## src/rtl/mm_periph.sv

```systemverilog
// mm_periph: memory-mapped LED/switch/statistics register block.
// Ports: clk, rst_n, addr/wdata/mm_re/mm_we bus, rdata, inc_* pulses, sw, ledr.
module mm_periph #(
  parameter logic [15:0] BASE  = 16'hC000,
  parameter int          LED_W = 10,
  parameter int          SW_W  = 10
) (
  input  logic             clk,
  input  logic             rst_n,
  input  logic [15:0]      addr,
  input  logic [15:0]      wdata,
  input  logic             mm_re,
  input  logic             mm_we,
  output logic [15:0]      rdata,
  input  logic             inc_br_cnt,
  input  logic             inc_hit_cnt,
  input  logic             inc_mispr_cnt,
  input  logic [SW_W-1:0]  sw,
  output logic [LED_W-1:0] ledr
);

  // counter index: 0 BR, 1 HIT, 2 MIS, 3 CYC
  logic [31:0]     cnt [4];
  logic [15:0]     shd [4];
  logic [SW_W-1:0] sw_q1;
  logic [SW_W-1:0] sw_q2;
  logic            frz;

  logic       sel;
  logic [3:0] off;
  logic       rd;
  logic       wr;
  logic       ctrl_wr;
  logic       clr;
  logic [3:0] inc;
  logic [3:0] lo_rd;
  logic       unused_ok;

  // block occupies a 16-word aligned window
  assign sel     = (addr[15:4] == BASE[15:4]);
  assign off     = addr[3:0];
  assign rd      = mm_re & sel;
  assign wr      = mm_we & sel;
  assign ctrl_wr = wr & (off == 4'hC);
  assign clr     = ctrl_wr & wdata[0];
  assign inc     = {1'b1, inc_mispr_cnt,
                    inc_hit_cnt, inc_br_cnt};
  assign unused_ok = &{1'b0, wdata};

  always_comb begin
    lo_rd = '0;
    for (int k = 0; k < 4; k++)
      lo_rd[k] = rd && (off == 4'(4 + 2 * k));
  end

  always_ff @(posedge clk or negedge rst_n) begin
    if (!rst_n) begin
      ledr  <= '0;
      frz   <= 1'b0;
      sw_q1 <= '0;
      sw_q2 <= '0;
    end else begin
      sw_q1 <= sw;
      sw_q2 <= sw_q1;
      if (wr && off == 4'h0)
        ledr <= wdata[LED_W-1:0];
      if (ctrl_wr)
        frz <= wdata[1];
    end
  end

  // clear beats freeze, freeze beats increment
  always_ff @(posedge clk or negedge rst_n) begin
    if (!rst_n) begin
      for (int k = 0; k < 4; k++) begin
        cnt[k] <= '0;
        shd[k] <= '0;
      end
    end else begin
      for (int k = 0; k < 4; k++) begin
        if (clr)
          cnt[k] <= '0;
        else if (!frz && inc[k])
          cnt[k] <= cnt[k] + 32'd1;
        // latch upper half so a later HI read
        // pairs with this LO read
        if (lo_rd[k])
          shd[k] <= cnt[k][31:16];
      end
    end
  end

  always_comb begin
    rdata = 16'h0000;
    if (rd) begin
      case (off)
        4'h0: rdata = 16'(ledr);
        4'h1: rdata = 16'(sw_q2);
        4'h4: rdata = cnt[0][15:0];
        4'h5: rdata = shd[0];
        4'h6: rdata = cnt[1][15:0];
        4'h7: rdata = shd[1];
        4'h8: rdata = cnt[2][15:0];
        4'h9: rdata = shd[2];
        4'hA: rdata = cnt[3][15:0];
        4'hB: rdata = shd[3];
        4'hC: rdata = {14'b0, frz, 1'b0};
        default: rdata = 16'h0000;
      endcase
    end
  end

endmodule

```

## config.mk

```make
export PLATFORM = sky130hd
export DESIGN_NAME = mm_periph
export DESIGN_NICKNAME = d
export VERILOG_FILES = /design/src/rtl/mm_periph.sv
export SDC_FILE = /design/constraint.sdc
export NUM_CORES = 1
export LEC_CHECK = 0
export ABC_AREA = 0
export CAP_MARGIN = 5
export CORE_UTILIZATION = 25
export CTS_CLUSTER_SIZE = 24
export DETAILED_ROUTE_END_ITERATION = 12
export PLACE_DENSITY = 0.38
export SLEW_MARGIN = 20
export SYNTH_ARGS = -nofsm -noshare
export SYNTH_HDL_FRONTEND = slang
export SYNTH_SLANG_ARGS = --single-unit
```

## constraint.sdc

```tcl
create_clock -name clk -period 5.87 [get_ports clk]
set_clock_uncertainty 0.15 [all_clocks]
set_input_delay 1.761 -clock clk [delete_from_list [all_inputs] [get_ports clk]]
set_output_delay 1.761 -clock clk [all_outputs]
set_load 0.005 [all_outputs]
```

==> run metrics <==
run status=finished clean; min Tclk post-route=slightly below 6 ns; Register Area=~5600 sq um; R2R Path Start=frz; FILL cells=4531; DR iter-0 viols=between 500 and 600; largest vdd supply drop=226 uV; WL/cell=20.2 um; area delta synth->final=26.8%; Slowest cell on crit path=clkdlybuf4s50_1; Final Wtd Congestion=0.864; Min Hold Slack=~0.20 ns; Tcrit/Tclk final=0.985; clock insertion delay at the later pin of the skew report=~0.56 ns; capture point of the worst reg-to-reg path=cnt[61]; Max Clk Rate=0.173 GHz; final WL=roughly 35000 um; Setup CP Type=input pin to output pin; Post-Place Cell Area=12900 sq um; pwr/cell area=284 nW/um^2; Initial Util=0.256; H-tree levels=1; post-synthesis cell type count=56; hold_buf cts=0; syn_nets=1074; Most common cell on crit path=buf_12; final setup vio count=0; R2R depth=5; crit path DAT=around 3.9 ns; mean number of vias per cell=around 4.7; WHS Path Cells=0; post-synthesis sequential area ratio=0.502; share of the synthesized area in the top cell type=0.502; largest net degree at the start of global routing=116; Ports=75; Finished Cell Area=14100 sq um; Synth area leader=dfrtp_1; Cell Chain, Critical Path=clkdlybuf4s50_1 -> buf_12 -> buf_12 -> buf_4 -> mux2_2 -> a32oi_1 -> a31oi_4 -> dlygate4sd2_1; worst-path maximum fanout=10; Die Span X=213 um; startpoint types=input pin; Yosys reg bits=roughly 220; Final Hold Fails=0; HPWL Detailed=between 20000 and 30000 um; Synth Area per Inst=10.9 sq um; Area contributors post-synth=dfrtp_1, xor2_1, mux2_4; RSZ-0062 raised after global routing=false; Row Count=76; Root Buffer=clkbuf_16; worst min path class=flop to flop; Worst-path clk slew=~0.050 ns; Residual DRC=0; r2r setup slk=around 3 ns; Main synth FF type=dfrtp_1; Post-synth top cells=dfrtp_1, nor2_1, xor2_1, nand2_1, nand4_1; number of global-route vias before repair=8492; Post-Syn Area=between 10000 and 15000 sq um; Critical Path Start=addr[1]; Pre-antenna DRT Iters=7; crit path capture type=output pin; Worst Hold End=sw_q2[1]; Req. time, crit path=between 3 and 4 ns; GR Overflow Total=0; Hold Startpoint=sw_q1[1]; Die Span Y=roughly 210 um; Die Area=between 40000 and 50000 sq um; CTS tree=done; initial antenna violation count=0; ys async rst share=1.00; global-route wire length before repair=around 55000 um; GRT Util Overall=0.162; Routed Antenna Nets=0; total of max-cap violations=0; Leak=approximately 6 nW; Multi-input gate area=5420 sq um; synthesized netlist cell count=1021; clock tree buffer depth=3; CTS Buf Count=28; Yosys Warn Count=0; Final Max Tran Viols=0; vias=~8300; Max stage delay on crit path=between 0.5 and 0.6 ns; slew of the pin with the lowest slew margin=1.02 ns; NumNets Final=around 1200; core area=43500 sq um; clock sink total=223; Port Buffers=68; Slew Limit Headroom=0.314; ant diodes=0; count leader, synth=dfrtp_1; EDFF count, synth=0; layout cell share with drive strength beyond 1=0.217
-- how the worst max path moves through the flow --
stage,end,cells past startpoint
after global routing,rdata[1],9
after detailed placement,rdata[12],8
after CTS,rdata[1],9
after floorplan,rdata[11],6
after global placement,rdata[1],8
final,rdata[0],8
-- registers in the layout (all words and copies together) (netlist names) --
register,count
cnt,128
frz,1
ledr,10
shd,64
sw_q1,10
sw_q2,10
-- area by class of cell --
class / count / area share
clock inverter: 4 / 0.00675
clock buffer: 45 / 0.0622
multi-input combinational: 741 / 0.385
timing repair buffer: 150 / 0.0957
sequential: 223 / 0.396
tap: 585 / 0.0519
inverter: 10 / 0.00266
-- critical path, delay by kind of cell --
family,cells,cell delay (ns)
compound gates,2,0.53
buf+inv,5,1.21
mux,1,0.36
-- cell families (layout without fill, tap and decap cells) --
family                   count (synthesis)  in the layout  share of synthesized area
XOR/XNOR                               111            111                     0.0875
AO/OA/AOI/OAI                          109            109                     0.0713
buffers and inverters                   57            209                     0.0298
flip-flops                             223            223                      0.502
multiplexers                            93             93                      0.107
AND/OR/NAND/NOR                        424            424                      0.198
adder cells (fa/ha/maj)                  4              4                    0.00450
-- what timing repair did --
action                     in CTS  in global routing
setup buffers                   2                  1
setup endpoints to repair      16                 15
gates resized for setup        87                  6
cloned                          1                  0
pin swaps                       5                  2
-- through the flow --
stage                     instances  worst slack, ns   util  TNS [ns]  total power [mW]
after floorplan                1021            0.511      -         0              1.99
after global placement         1705           -0.531  0.296     -7.90              2.20
after global routing           1758        0.0000404  0.324         0              4.17
final                          1758           0.0858  0.324         0              3.99
after detailed placement       1705           -0.557  0.296     -8.03              2.20
after CTS                      1757          0.00750  0.323         0              4.06
-- layer usage --
metal | global-route usage | vias to the layer above | routed length, um
li1 | - | 3934 | -
met1 | 0.229 | 4120 | 17100
met2 | 0.252 | 154 | 16000
met3 | 0.0172 | 62 | 1080
met4 | 0.0650 | 0 | 1270
met5 | 0 | - | 0
-- report_power, final --
group | switching [mW] | internal, mW | total (mW)
registers | 0.167 | 1.64 | 1.81
clock network | 0.677 | 1.14 | 1.82
logic | 0.205 | 0.166 | 0.371
total | 1.05 | 2.94 | 3.99
-- cell usage in the layout, fill, tap and decap left out, types with 10 or more instances in the layout --
master,count
nand3_1,48
nor4_1,10
mux2i_1,10
nor2b_1,11
buf_4,74
clkdlybuf4s50_1,45
nand2_1,60
inv_1,10
a21oi_1,14
a22oi_1,18
dfrtp_1,223
and3_1,20
or3_1,10
a22o_1,15
nor2_1,152
clkbuf_16,29
mux2_4,40
nand4_1,50
nor3_1,12
a31oi_4,10
mux2_2,43
xnor2_1,32
and4_1,10
o21ai_0,14
xor2_1,79
Power figures use the tool's default switching activity.
==> RTL change 1, RTL diff (config.mk and constraints unchanged) <==
Reset style: synchronous (`rst_n`), changed in 2 clocked blocks.
--- a/src/rtl/mm_periph.sv
+++ b/src/rtl/mm_periph.sv
@@ -55,3 +55,3 @@
 
-  always_ff @(posedge clk or negedge rst_n) begin
+  always_ff @(posedge clk) begin
     if (!rst_n) begin
@@ -72,3 +72,3 @@
   // clear beats freeze, freeze beats increment
-  always_ff @(posedge clk or negedge rst_n) begin
+  always_ff @(posedge clk) begin
     if (!rst_n) begin
Formal check against the unedited RTL: differs if rst_n is asserted again (counterexample within 4 cycles, from zero or initial values and one cycle with rst_n low); with rst_n held inactive, the same outputs for 4 cycles.
==> RTL change 1 against the unedited design <==
The run now ends with setup timing left. Sequential power grew 3%. Area after synthesis grew 0.59%. Worst setup slack lost 120 ps. Register-to-register slack gained 150 ps. Utilization grew 0.53 points. Final area grew 3.2%. Via count grew 1.5%. Count of clock-buffer cells in the layout shrank 1. Global-route usage shrank 0.24 points. Routed wire length grew 1.3%. Synthesized cell count shrank 2.5%. Sequential cell count is the same. Power shrank 4.2%. Critical endpoint is now rdata[13].
==> RTL change 1: results (changes against the unedited design) <==
worst_setup_path:
  cp.arrival_ps: 3990  # +120 ps
  rr_worst_depth: 6  # +1
  crit_end: "rdata[13]"
  critPathMaxStageDelay_ps: 490  # -20 ps
  path_max_fanout: 7  # -3
  r2r_setup_slack_ps: 3160  # +150 ps
  regToRegEndpoint: "cnt[2][24]"
  startpoint: "addr[2]"
clocking:
  cts_setup_buffers: 8  # +6
  numCtsBuffers: 27  # -3.6%
  worstSkewPairLatency_ps: 540  # -20 ps
  ctsResizeCount: 56  # -36%
sta:
  setup_viol: 3  # +3
  worst_pin_slew_ps: 959.5  # -59.70 ps
  holdWs_ps: 280.2  # +84.94 ps
  fin_ws_ps: -34.80  # -120.6 ps
synthesis:
  synth_xor_area_share_pct: 8.307  # -0.44 points
  async_reset_ff_share_pct: 0  # -100 points
  synth_nets: 1048  # -2.4%
  synth-seq-area-share_pct: 57.14  # +6.9 points
  synth_compound_area_share_pct: 8.229  # +1.1 points
  synth_common_cells: "192 x edfxtp_1, 140 x nor2_1, 87 x and2_1, 78 x xor2_1"
  synth_edf_count: 192  # +192
placement:
  post-place-ws_ps: -413.3  # +144.2 ps
  placed_area_um2: 13100  # +1.7%
  place_congestion: 0.8287  # -4.1%
  placedCellCount: 1695  # -0.59%
pwr:
  peakVddDrop_mv: 0.2047  # -9.3%
  p_comb_mw: 0.210  # -43%
  p_leak_nw: 5.063  # -17%
route:
  wirelength_um: 35940  # +1.3%
  via_per_inst: 4.765  # +1.3%
  drt_iter0_markers: 524  # -8.2%
  num_vias: 8396  # +1.5%
outcome:
  failed_checks: "setup timing"
  status: "complete, but fails checks"
min_path:
  hp-start: "sw_q1[8]"
==> RTL change 1: cell types whose count changed after synthesis, sizes merged, moves of 9 or more <==
| cell | unedited run | this run |
|---|---|---|
| nor2 | 152 | 140 |
| and2 | 5 | 87 |
| mux2 | 83 | 0 |
| nand2 | 60 | 48 |
| edfxtp | 0 | 192 |
| dfxtp | 0 | 31 |
| nand4 | 50 | 41 |
| a22oi | 18 | 35 |
| a221oi | 9 | 19 |
| dfrtp | 223 | 0 |
==> RTL change 1: final cells by class <==
cell class,instances,area [µm²],share of cell area [%]
clock buffer,44,850.8,5.851
clock inverter,5,75.07,0.5163
inverter,11,41.29,0.2839
multi-input combinational,719,4947,34.02
sequential,223,6386,43.92
tap,592,740.7,5.094
timing repair buffer,168,1500,10.32
==> RTL change 1: per-layer routing <==
metal  global-route usage, %  routed length, µm  up-vias
li1                        -                  -     3979
met1                   23.05              17490     4174
met4                   5.616               1099        0
met2                   24.33              15810      188
met5                       0                  0        -
met3                   2.124               1543       55
==> RTL change 2, RTL diff (same settings) <==
Made on the original files. Set the parameter `LED_W` to 8 (it was 10).
--- a/src/rtl/mm_periph.sv
+++ b/src/rtl/mm_periph.sv
@@ -4,3 +4,3 @@
   parameter logic [15:0] BASE  = 16'hC000,
-  parameter int          LED_W = 10,
+  parameter int          LED_W = 8,
   parameter int          SW_W  = 10
Ports: changed (resized ledr); port bits go from 75 to 73. The function was not compared with the original's and may differ.
==> RTL change 2 against the unedited design <==
The flow now finishes with violations (setup timing). Area after synthesis decreased by 2.4%. Final area decreased by 1.9%. Non-clock buffer count rose by 2. Sequential cell count decreased by 2. Worst setup slack worse by 120 ps. Routed wire length down 3.2%. Power fell by 4.6%. Final cell count is 2.4% lower. Highest routed layer unchanged.
==> RTL change 2: results (changes against the unedited design) <==
route:
  m1WireLength_um: 16620  # -2.9%
  drt_first_pass_iters: 5  # -2
  num_vias: 7971  # -3.6%
  drt_iter0_markers: 419  # -27%
  wl_met3_um: 1389  # +29%
placement:
  dp_hpwl_um: 24410  # -4.3%
  placed_area_um2: 12580  # -2.3%
  io_buffers: 64  # -5.9%
  place_congestion: 0.7845  # -9.2%
grt:
  grt_pass1_vias: 8091  # -4.7%
  grt_usage_pct: 15.67  # -0.53 points
  grt_pass1_wl_um: 52250  # -4.6%
  grtUsageMet2_pct: 24.29  # -0.96 points
  gr-usage-met3_pct: 2.428  # +0.71 points
  grt_max_degree: 111  # -4.3%
synthesis:
  synth_xor_area_share_pct: 9.693  # +0.94 points
  synth_common_cells: "221 x dfrtp_1, 146 x nor2_1, 77 x xor2_1, 48 x nand2_1, 46 x nand3_1"
  synth_nets: 1038  # -3.4%
  ys_types: 55  # -1.8%
  synth.mux.area_fraction_pct: 8.735  # -1.9 points
  synth_compound_area_share_pct: 6.993  # -0.14 points
  syn_area_per_cell_um2: 11.01  # +1.2%
  yosys.area_share.adder_pct: 0.4616  # +0.011 points
min_path:
  hp-start: "sw_q1[8]"
  min_to: "sw_q2[8]"
finish:
  n_fill_cell: 4340  # -4.2%
  drive_gt1_share_pct: 23.62  # +1.9 points
pwr:
  p_leak_nw: 6.193  # +1.3%
clocking:
  ctsResizeCount: 30  # -66%
worst_setup_path:
  regToRegEndpoint: "cnt[110]"
  path_max_fanout: 6  # -4
sta:
  setup_viol: 2  # +2
  setup_tns_ps: -75.20  # -75.20 ps
  fin_ws_ps: -38.66  # -124.5 ps
outcome:
  failed_checks: "setup timing"
  status: "complete, but fails checks"
==> RTL change 2: changes by cell type in the layout (fill, tap and decap cells not counted), sizes merged, moves of 10 or more <==
cell,delta
o21ai,-11
a21oi,-11
mux2,-10
a221oi,+13
dlymetal6s2s,+15
xnor2,+11
nand2,-12
==> RTL change 2: layout make-up <==
type / count / area, µm² / area share, %
clock inverters: 10 / 78.83 / 0.5705
repair buffers: 152 / 1403 / 10.15
inverters: 13 / 48.80 / 0.3532
clock buffers: 41 / 850.8 / 6.158
flip-flops and latches: 221 / 5530 / 40.03
multi-input cells: 702 / 5184 / 37.52
well taps: 577 / 721.9 / 5.225
==> RTL change 2: power breakdown <==
| group | internal [mW] | total [mW] | switching (mW) |
|---|---|---|---|
| logic | 0.144 | 0.320 | 0.176 |
| registers | 1.61 | 1.75 | 0.141 |
| clock network | 1.04 | 1.74 | 0.696 |
| total | 2.80 | 3.81 | 1.01 |
